<file path="src/rtl/mcu_pkg.sv">
// mcu_pkg: shared states, opcode/func constants and select encodings for the multicycle control unit.
// The JUMP state exists only when MCU_JUMP_EN is defined.
package mcu_pkg;
  typedef enum logic [3:0] {
    RST_IDLE, FETCH, DECODE, EXEC_R, WB_R, ADDR, MEM_RD, WB_MEM, MEM_WR, BRANCH, EXEC_LUI, WB_I
`ifdef MCU_JUMP_EN
    , JUMP
`endif
  } mcuState;
  localparam logic [5:0] OP_R = 6'b000000, OP_LW = 6'b100011, OP_SW = 6'b101011;
  localparam logic [5:0] OP_BEQ = 6'b000100, OP_LUI = 6'b001111, OP_J = 6'b000010;
  localparam logic [5:0] FN_ADD = 6'b100000, FN_SUB = 6'b100010, FN_AND = 6'b100100;
  localparam logic [5:0] FN_OR = 6'b100101, FN_XOR = 6'b100110;
  localparam logic [2:0] ALU_AND = 3'b000, ALU_OR = 3'b001, ALU_ADD = 3'b010;
  localparam logic [2:0] ALU_XOR = 3'b011, ALU_LUI = 3'b100, ALU_SUB = 3'b110;
  localparam logic [1:0] SRCB_REG = 2'b00, SRCB_FOUR = 2'b01, SRCB_IMM = 2'b10, SRCB_IMM_SH = 2'b11;
  localparam logic [1:0] PC_ALU = 2'b00, PC_ALUOUT = 2'b01, PC_JUMP = 2'b10;
endpackage

</file>
<file path="src/rtl/mcu_alu_decode.sv">
// mcu_alu_decode: maps an R-type func field to a 3-bit ALU code and flags supported encodings.
module mcu_alu_decode
  import mcu_pkg::*;
(
  input  logic [5:0] func,
  output logic [2:0] aluCode,
  output logic       legal
);
  always_comb begin
    aluCode = ALU_ADD;
    legal = 1'b1;
    case (func)
      FN_ADD: aluCode = ALU_ADD;
      FN_SUB: aluCode = ALU_SUB;
      FN_AND: aluCode = ALU_AND;
      FN_OR:  aluCode = ALU_OR;
      FN_XOR: aluCode = ALU_XOR;
      default: legal = 1'b0;
    endcase
  end
endmodule

</file>
<file path="src/rtl/multicycle_control_unit.sv">
// multicycle_control_unit: FSM sequencing MIPS instructions through fetch/decode/execute/memory/write-back.
// Define MCU_JUMP_EN to support the j instruction (op 000010); otherwise it decodes as illegal.
module multicycle_control_unit
  import mcu_pkg::*;
#(
  parameter int ALU_OP_W = 3
) (
  input  logic                clk,
  input  logic                rst,
  input  logic [5:0]          op,
  input  logic [5:0]          func,
  input  logic                zero,
  input  logic                mem_ready,
  output logic                PCWrite,
  output logic                PCWriteCond,
  output logic                IorD,
  output logic                MemRead,
  output logic                MemWrite,
  output logic                IRWrite,
  output logic                MemtoReg,
  output logic                RegDst,
  output logic                RegWrite,
  output logic                ALUSrcA,
  output logic [1:0]          ALUSrcB,
  output logic [1:0]          PCSrc,
  output logic [ALU_OP_W-1:0] ALU_op,
  output logic                instr_done,
  output logic                illegal
);
  mcuState state, nextState;
  logic [5:0] opReg, funcReg;
  logic [2:0] rCode, aluCode;
  logic rLegal;
  logic unusedZero;
  // The branch decision is made in the datapath from PCWriteCond and zero.
  assign unusedZero = zero;
  // In DECODE the IR func is checked live; afterwards the latched copy drives EXEC_R.
  mcu_alu_decode uDec (
    .func(state == DECODE ? func : funcReg),
    .aluCode(rCode),
    .legal(rLegal)
  );
  always_ff @(posedge clk or posedge rst) begin
    if (rst) begin
      state <= RST_IDLE;
      opReg <= '0;
      funcReg <= '0;
    end else begin
      state <= nextState;
      if (state == DECODE) begin
        opReg <= op;
        funcReg <= func;
      end
    end
  end
  assign ALU_op = ALU_OP_W'(aluCode);
  always_comb begin
    nextState = state;
    aluCode = ALU_AND;
    {PCWrite, PCWriteCond, IorD, MemRead, MemWrite, IRWrite, MemtoReg, RegDst, RegWrite, ALUSrcA} = '0;
    ALUSrcB = SRCB_REG;
    PCSrc = PC_ALU;
    instr_done = 1'b0;
    illegal = 1'b0;
    case (state)
      RST_IDLE: nextState = FETCH;
      FETCH: begin
        MemRead = 1'b1;
        ALUSrcB = SRCB_FOUR;
        aluCode = ALU_ADD;
        IRWrite = mem_ready;
        PCWrite = mem_ready;
        nextState = mem_ready ? DECODE : FETCH;
      end
      DECODE: begin
        ALUSrcB = SRCB_IMM_SH;
        aluCode = ALU_ADD;
        nextState = FETCH;
        if (op == OP_R && rLegal) nextState = EXEC_R;
        else if (op == OP_LW || op == OP_SW) nextState = ADDR;
        else if (op == OP_BEQ) nextState = BRANCH;
        else if (op == OP_LUI) nextState = EXEC_LUI;
`ifdef MCU_JUMP_EN
        else if (op == OP_J) nextState = JUMP;
`endif
        illegal = nextState == FETCH;
        instr_done = nextState == FETCH;
      end
      EXEC_R: begin
        ALUSrcA = 1'b1;
        aluCode = rCode;
        nextState = WB_R;
      end
      WB_R: begin
        RegDst = 1'b1;
        RegWrite = 1'b1;
        instr_done = 1'b1;
        nextState = FETCH;
      end
      ADDR: begin
        ALUSrcA = 1'b1;
        ALUSrcB = SRCB_IMM;
        aluCode = ALU_ADD;
        nextState = opReg == OP_SW ? MEM_WR : MEM_RD;
      end
      MEM_RD: begin
        MemRead = 1'b1;
        IorD = 1'b1;
        nextState = mem_ready ? WB_MEM : MEM_RD;
      end
      WB_MEM: begin
        MemtoReg = 1'b1;
        RegWrite = 1'b1;
        instr_done = 1'b1;
        nextState = FETCH;
      end
      MEM_WR: begin
        MemWrite = 1'b1;
        IorD = 1'b1;
        instr_done = mem_ready;
        nextState = mem_ready ? FETCH : MEM_WR;
      end
      BRANCH: begin
        ALUSrcA = 1'b1;
        aluCode = ALU_SUB;
        PCWriteCond = 1'b1;
        PCSrc = PC_ALUOUT;
        instr_done = 1'b1;
        nextState = FETCH;
      end
      EXEC_LUI: begin
        ALUSrcB = SRCB_IMM;
        aluCode = ALU_LUI;
        nextState = WB_I;
      end
      WB_I: begin
        RegWrite = 1'b1;
        instr_done = 1'b1;
        nextState = FETCH;
      end
`ifdef MCU_JUMP_EN
      JUMP: begin
        PCWrite = 1'b1;
        PCSrc = PC_JUMP;
        instr_done = 1'b1;
        nextState = FETCH;
      end
`endif
      default: nextState = RST_IDLE;
    endcase
  end
endmodule

</file>
<file path="config.mk">
export PLATFORM = sky130hd
export DESIGN_NAME = multicycle_control_unit
export DESIGN_NICKNAME = d
export VERILOG_FILES = /design/src/rtl/mcu_pkg.sv /design/src/rtl/mcu_alu_decode.sv /design/src/rtl/multicycle_control_unit.sv
export SDC_FILE = /design/constraint.sdc
export NUM_CORES = 1
export LEC_CHECK = 0
export CAP_MARGIN = 40
export CORE_MARGIN = 2
export CORE_UTILIZATION = 42
export DETAILED_ROUTE_END_ITERATION = 6
export PLACE_DENSITY = 0.76
export SYNTH_ARGS = -nofsm -noshare
export SYNTH_HDL_FRONTEND = slang
export SYNTH_SLANG_ARGS = --single-unit
</file>
<file path="constraint.sdc">
create_clock -name clk -period 1.6 [get_ports clk]
set_input_delay 0.16 -clock clk [delete_from_list [all_inputs] [get_ports clk]]
set_output_delay 0.16 -clock clk [all_outputs]
set_load 0.01 [all_outputs]
</file>
# Yosys cells after proc, flatten, opt, wreduce, memory -nomap -nowiden
# Index checks and enable logic that the tools add are counted.
dict set report totals {
  register_bits 16
  latchBits 0
  ramBits 0
  romBits 0
  in_bits 16
  out_inout_bits 19
  n_memories 0
}
dict set report op_classes {
  addsub 0
  mul 0
  n_div 0
  magnitude_cmp 0
  n_eq_ne 22
  shift 0
  mux 27
  bitwise_logic 0
  reduce_logical 13
}
# cell count
set ops {}
lappend ops {{6-bit == test, second input constant} 8}
lappend ops {{4-bit one-hot mux with 8 select lines} 1}
lappend ops {{4-bit 2-to-1 mux} 7}
lappend ops {{3-bit one-hot mux with 4 select lines} 2}
lappend ops {{4-bit by 3-bit == test with 1-bit output, second input constant} 4}
lappend ops {{4-bit == test, second input constant} 4}
lappend ops {{1-bit 2-to-1 mux} 13}
lappend ops {{5-bit OR reduction} 2}
lappend ops {{3-bit OR reduction} 3}
lappend ops {{4-bit by 1-bit == test with 1-bit output, second input constant} 2}
lappend ops {{4-bit by 2-bit == test with 1-bit output, second input constant} 2}
lappend ops {{6-bit by 3-bit == test with 1-bit output, second input constant} 1}
lappend ops {{6-bit by 4-bit == test with 1-bit output, second input constant} 1}
lappend ops {{6-bit zero test} 1}
lappend ops {{6-bit 2-to-1 mux} 1}
lappend ops {{2-bit one-hot mux with 3 select lines} 1}
lappend ops {{2-bit OR reduction} 3}
lappend ops {{4-bit zero test} 1}
lappend ops {{4-bit OR reduction} 1}
lappend ops {{1-bit one-hot mux with 3 select lines} 1}
lappend ops {{2-bit 2-to-1 mux} 1}
lappend ops {{1-bit logical AND} 1}
lappend ops {{1-bit logical OR} 1}

# Depth between registers and ports, before layout
dict set report depth {
  depth_word 10
  depth_mapped 6
  mapped_depth_nobuf 4
}

# Hierarchy
# From an unflattened synthesis, not the netlist that was laid out.
dict set report unflattened {
  cells_unflattened 120
  hier_area_um2 1102.3
}
# mod instances cells_each area_each_um2 seq_area_each_um2
set by_module_without_submodules {}
lappend by_module_without_submodules {multicycle_control_unit 1 112 1037.2 400.4}
lappend by_module_without_submodules {mcu_alu_decode 1 8 65.1 0.0}

# Least setup slack after synthesis
# Ideal clock, no wire load.
dict set report synth_timing {
  kind {register to output}
  start {reg state[0]}
  end {out ALU_op[2]}
  t_arrival_ps 1665
  slack_ps -225
  path_stages_with_launch 7
  path_cell_list {dfrtp_1 > buf_6 > nor4b_4 > buf_6 > mux2i_1 > nand2_1 > o31ai_1}
}
dict set report synth_via {
  elab_chain_len 5
  elab_cells_between_ends 14
  cone_classes {10 x eq/ne; 3 x mux; 1 x reduce/logical}
}
# element line
set synth_rtl {}
lappend synth_rtl {{from (decl)} multicycle_control_unit.sv:30} ;# mcuState state, nextState;
lappend synth_rtl {{from (signal assigned)} multicycle_control_unit.sv:49} ;# state <= nextState;
lappend synth_rtl {{4-bit by 2-bit == test with 1-bit output} {multicycle_control_unit.sv:39, multicycle_control_unit.sv:65}}
lappend synth_rtl {{6-bit 2-to-1 mux} -}
lappend synth_rtl {{6-bit == test} mcu_alu_decode.sv:12} ;# case (func)
lappend synth_rtl {{3-bit one-hot mux with 4 select lines} mcu_alu_decode.sv:12}
lappend synth_rtl {{3-bit one-hot mux with 4 select lines *} multicycle_control_unit.sv:65} ;# case (state)
lappend synth_rtl {{to (decl)} multicycle_control_unit.sv:26} ;# output logic [ALU_OP_W-1:0] ALU_op,
# Every way passes the cells marked *; elsewhere a longest branch is shown, timed or not.

# Final worst setup path
dict set report layout_timing {
  start {reg state[2]}
  end {out ALU_op[0]}
}
dict set report layout_via {
  elab_chain_len 5
  elab_cells_between_ends 14
  cone_classes {10 x eq/ne; 3 x mux; 1 x reduce/logical}
}
# element line
set layout_rtl {}
lappend layout_rtl {{4-bit by 2-bit == test with 1-bit output *} multicycle_control_unit.sv:39} ;# .func(state == DECODE ? func : funcReg),
lappend layout_rtl {{6-bit 2-to-1 mux *} -}
lappend layout_rtl {{named net uDec.func[1]} mcu_alu_decode.sv:5} ;# input logic [5:0] func,
lappend layout_rtl {{6-bit == test} mcu_alu_decode.sv:12}
lappend layout_rtl {{3-bit one-hot mux with 4 select lines *} mcu_alu_decode.sv:12}
lappend layout_rtl {{3-bit one-hot mux with 4 select lines *} multicycle_control_unit.sv:65}
# The timed path passes the listed nets; every way through them passes the cells marked *.

==> out/qor.yml <==
worstMarginPinSlew_ps: 621
die-area_sq_um: 3190
maxSlewViolCount: 0
numCtsBuffers: 3
synthCells: 147
critPathRequiredTime_ps: 1440
fp-row-count: 19
pwr-share-clk_pct: 6.2
core_sq_um: 2690
timing.fmax_ghz: 0.459
cp-startpoint: "state[2]"
p_per_area_nw_per_um2: 1600
ys_seq_elements: 16
cp-start-kind: "flip-flop"
htree_levels: 1
clk_latency_ps: 300
outcome: "complete, but fails checks"
grt.overflow.total: 0
comb_power_share_pct: 73.3
avgRoutedWirePerCell_um: 17.3
port_buffers: 32
synth_cell_types: 42
drt_iter0_markers: 51
synth.cell_area_sq_um: 1160
clkTransAtPathRegs_ps: 100
via_count: 1506
areaGrowthSynthToFinish_pct: 93.7
rsz0062_at_grt: "yes"
power_frac_seq_pct: 20.5
ant_nets: 0
ys_seq_area_share_pct: 34.6
nets: 254
violations: "negative setup slack"
switching_power_w: 0.00148
place.gp.congestion: 0.852
netlist.area_leader.share_pct: 34.6
synth_flop_cell: "dfrtp_1"
cts_tree: "yes"
die-height_um: 56.5
fp.dieW_um: 56.5
cp-endpoint: "ALU_op[0]"
crit_fanout: 3
drv_cap: 0
yosysWarnings: 0
synth_edf_count: 0
r2r-start: "state[2]"
setup-violations-final: 31
yosys-top-cells-area: "dfrtp_1, nand2_1, nor2_1"
top_layer: "met4"
seq_area_sq_um: 402
route.met2.wl_um: 2530
cts-root-buf: "clkbuf_4"
reg2reg_to: "state[1]"
worstSetupEndpointType: "primary output"
total_power_w: 0.00358
final.setup.worst_slack_ps: -579
clock_path_buffers: 2
r2r_setup_slack_ps: -140
route.detailed.drc: 0
fillerInstances: 141
slew-limit-headroom_pct: 58.5
finalHoldViolations: 0
syn_nets: 163
synth.top_cells.by_count: "nand2_1, dfrtp_1, nor2_1"
grt_pass1_wl_um: 6790
worstPathArrival_ps: 2020
num_io_pins: 35
finalCriticalPeriod_ps: 2180
layout-drive-gt1-share_pct: 54.2
drt_first_pass_iters: 4
grt_max_degree: 17
async_flop_share_pct: 100
grt_pass1_vias: 1478
wl_met1_um: 1590
grt_antenna_before_repair: 0
diodes: 0
yosysTopAreaCell: "dfrtp_1"
critPathKind: "reg2out"
finClkSkew_ps: 9.12
initial_core_util_pct: 43.1
postCtsHoldBufs: 0
cts.sinks: 16
multi_input_area_sq_um: 906
grt.total_usage_pct: 27.6
ff2ff_path_depth: 7
fin_crit_sh_pct: 136
tns_ps: -5080
p_sw_share_pct: 41.4
wl_met3_um: 228
p_leak_nw: 1.09
drt_wl_total_um: 4620
yosysMostFrequentCell: "nand2_1"
internal_power_w: 0.00210
min_path_type: "in2async"
stdcell_count: 267
syn_area_per_cell_sq_um: 7.87
hpwl_um: 2450
viasPerCell: 5.64
dp.cells: 231
ir_worst_vdd_mv: 1.35
[cell type report]
class	instances	share of cell area [%]
multi-input combinational	115	40.4
timing repair buffer	98	38.3
sequential	16	17.9
tap	31	1.73
clock buffer	3	1.00
inverter	4	0.670
[registers in the layout, summed over array words and instances (netlist names)]
name / cells
funcReg: 6
state: 4
opReg: 6
[worst max-delay path, cell delays in order, from the launching register on]
cell,delay [ps]
dfrtp_1,450
nor4b_4,260
buf_4,180
mux2_4,330
xor2_1,160
nor3b_2,170
buf_2,150
[power by group through the flow]
| stage | clock network [W] | registers, W | logic [W] |
|---|---|---|---|
| detailed placement | 0 | 0.000716 | 0.00169 |
| global placement | 0 | 0.000699 | 0.00163 |
| floorplan | 0 | 0.000680 | 0.00103 |
| CTS | 0.000213 | 0.000719 | 0.00216 |
| global route | 0.000245 | 0.000749 | 0.00277 |
| finish | 0.000222 | 0.000732 | 0.00262 |
[per-stage QoR]
| step | area [sq um] | utilization, % | setup slack, ps | hold slack, ps |
|---|---|---|---|---|
| 2_1_floorplan | 1190 | - | -92.8 | 73.7 |
| 3_3_place_gp | 1720 | 63.9 | -687 | 455 |
| 3_5_place_dp | 1720 | 63.9 | -871 | 464 |
| 4_1_cts | 2030 | 75.5 | -520 | 254 |
| 5_1_grt | 2240 | 83.5 | -631 | 274 |
| 6_report | 2240 | 83.5 | -579 | 220 |
[how the worst min path moves through the flow]
stage,cells after the start,slack (ps),from,to
after detailed placement,2,460,opReg[3],opReg[3]
after global routing,2,270,rst,funcReg[0]
final,2,220,rst,funcReg[1]
after CTS,2,250,rst,funcReg[5]
after global placement,2,460,opReg[1],opReg[1]
after floorplan,1,70,rst,funcReg[0]
[logic make-up (layout without fill, tap and decap cells)]
logic type,after synthesis,after routing,share of synthesized area (%)
AND/OR/NAND/NOR,78,78,35.0
multiplexers,3,3,2.70
other,1,1,0.324
flip-flops,16,16,34.6
buffers and inverters,16,105,7.89
XOR/XNOR,1,1,0.757
AO/OA/AOI/OAI,32,32,18.7
[timing repair]
item	CTS	global route
hold endpoints to repair	0	0
endpoints found under the setup margin	21	23
setup buffers	25	8
gates cloned	1	0
gates resized for setup	118	42
pin swaps	10	10
[placed cells by master, fill, tap and decap left out, types with 4 or more instances in the layout]
master	n
buf_4	42
nand2_1	30
buf_6	28
dfrtp_1	15
buf_2	12
clkdlybuf4s50_1	12
nor2_1	8
nor2_4	4
nand2_2	4
inv_1	4
[routing by layer]
layer  up-vias  track usage, %
li1        687               -
met4         0            18.4
met2        65            51.3
met3        31            3.69
met5         -               0
met1       723            28.2
Note: power is estimated with default switching activity, not from simulation.
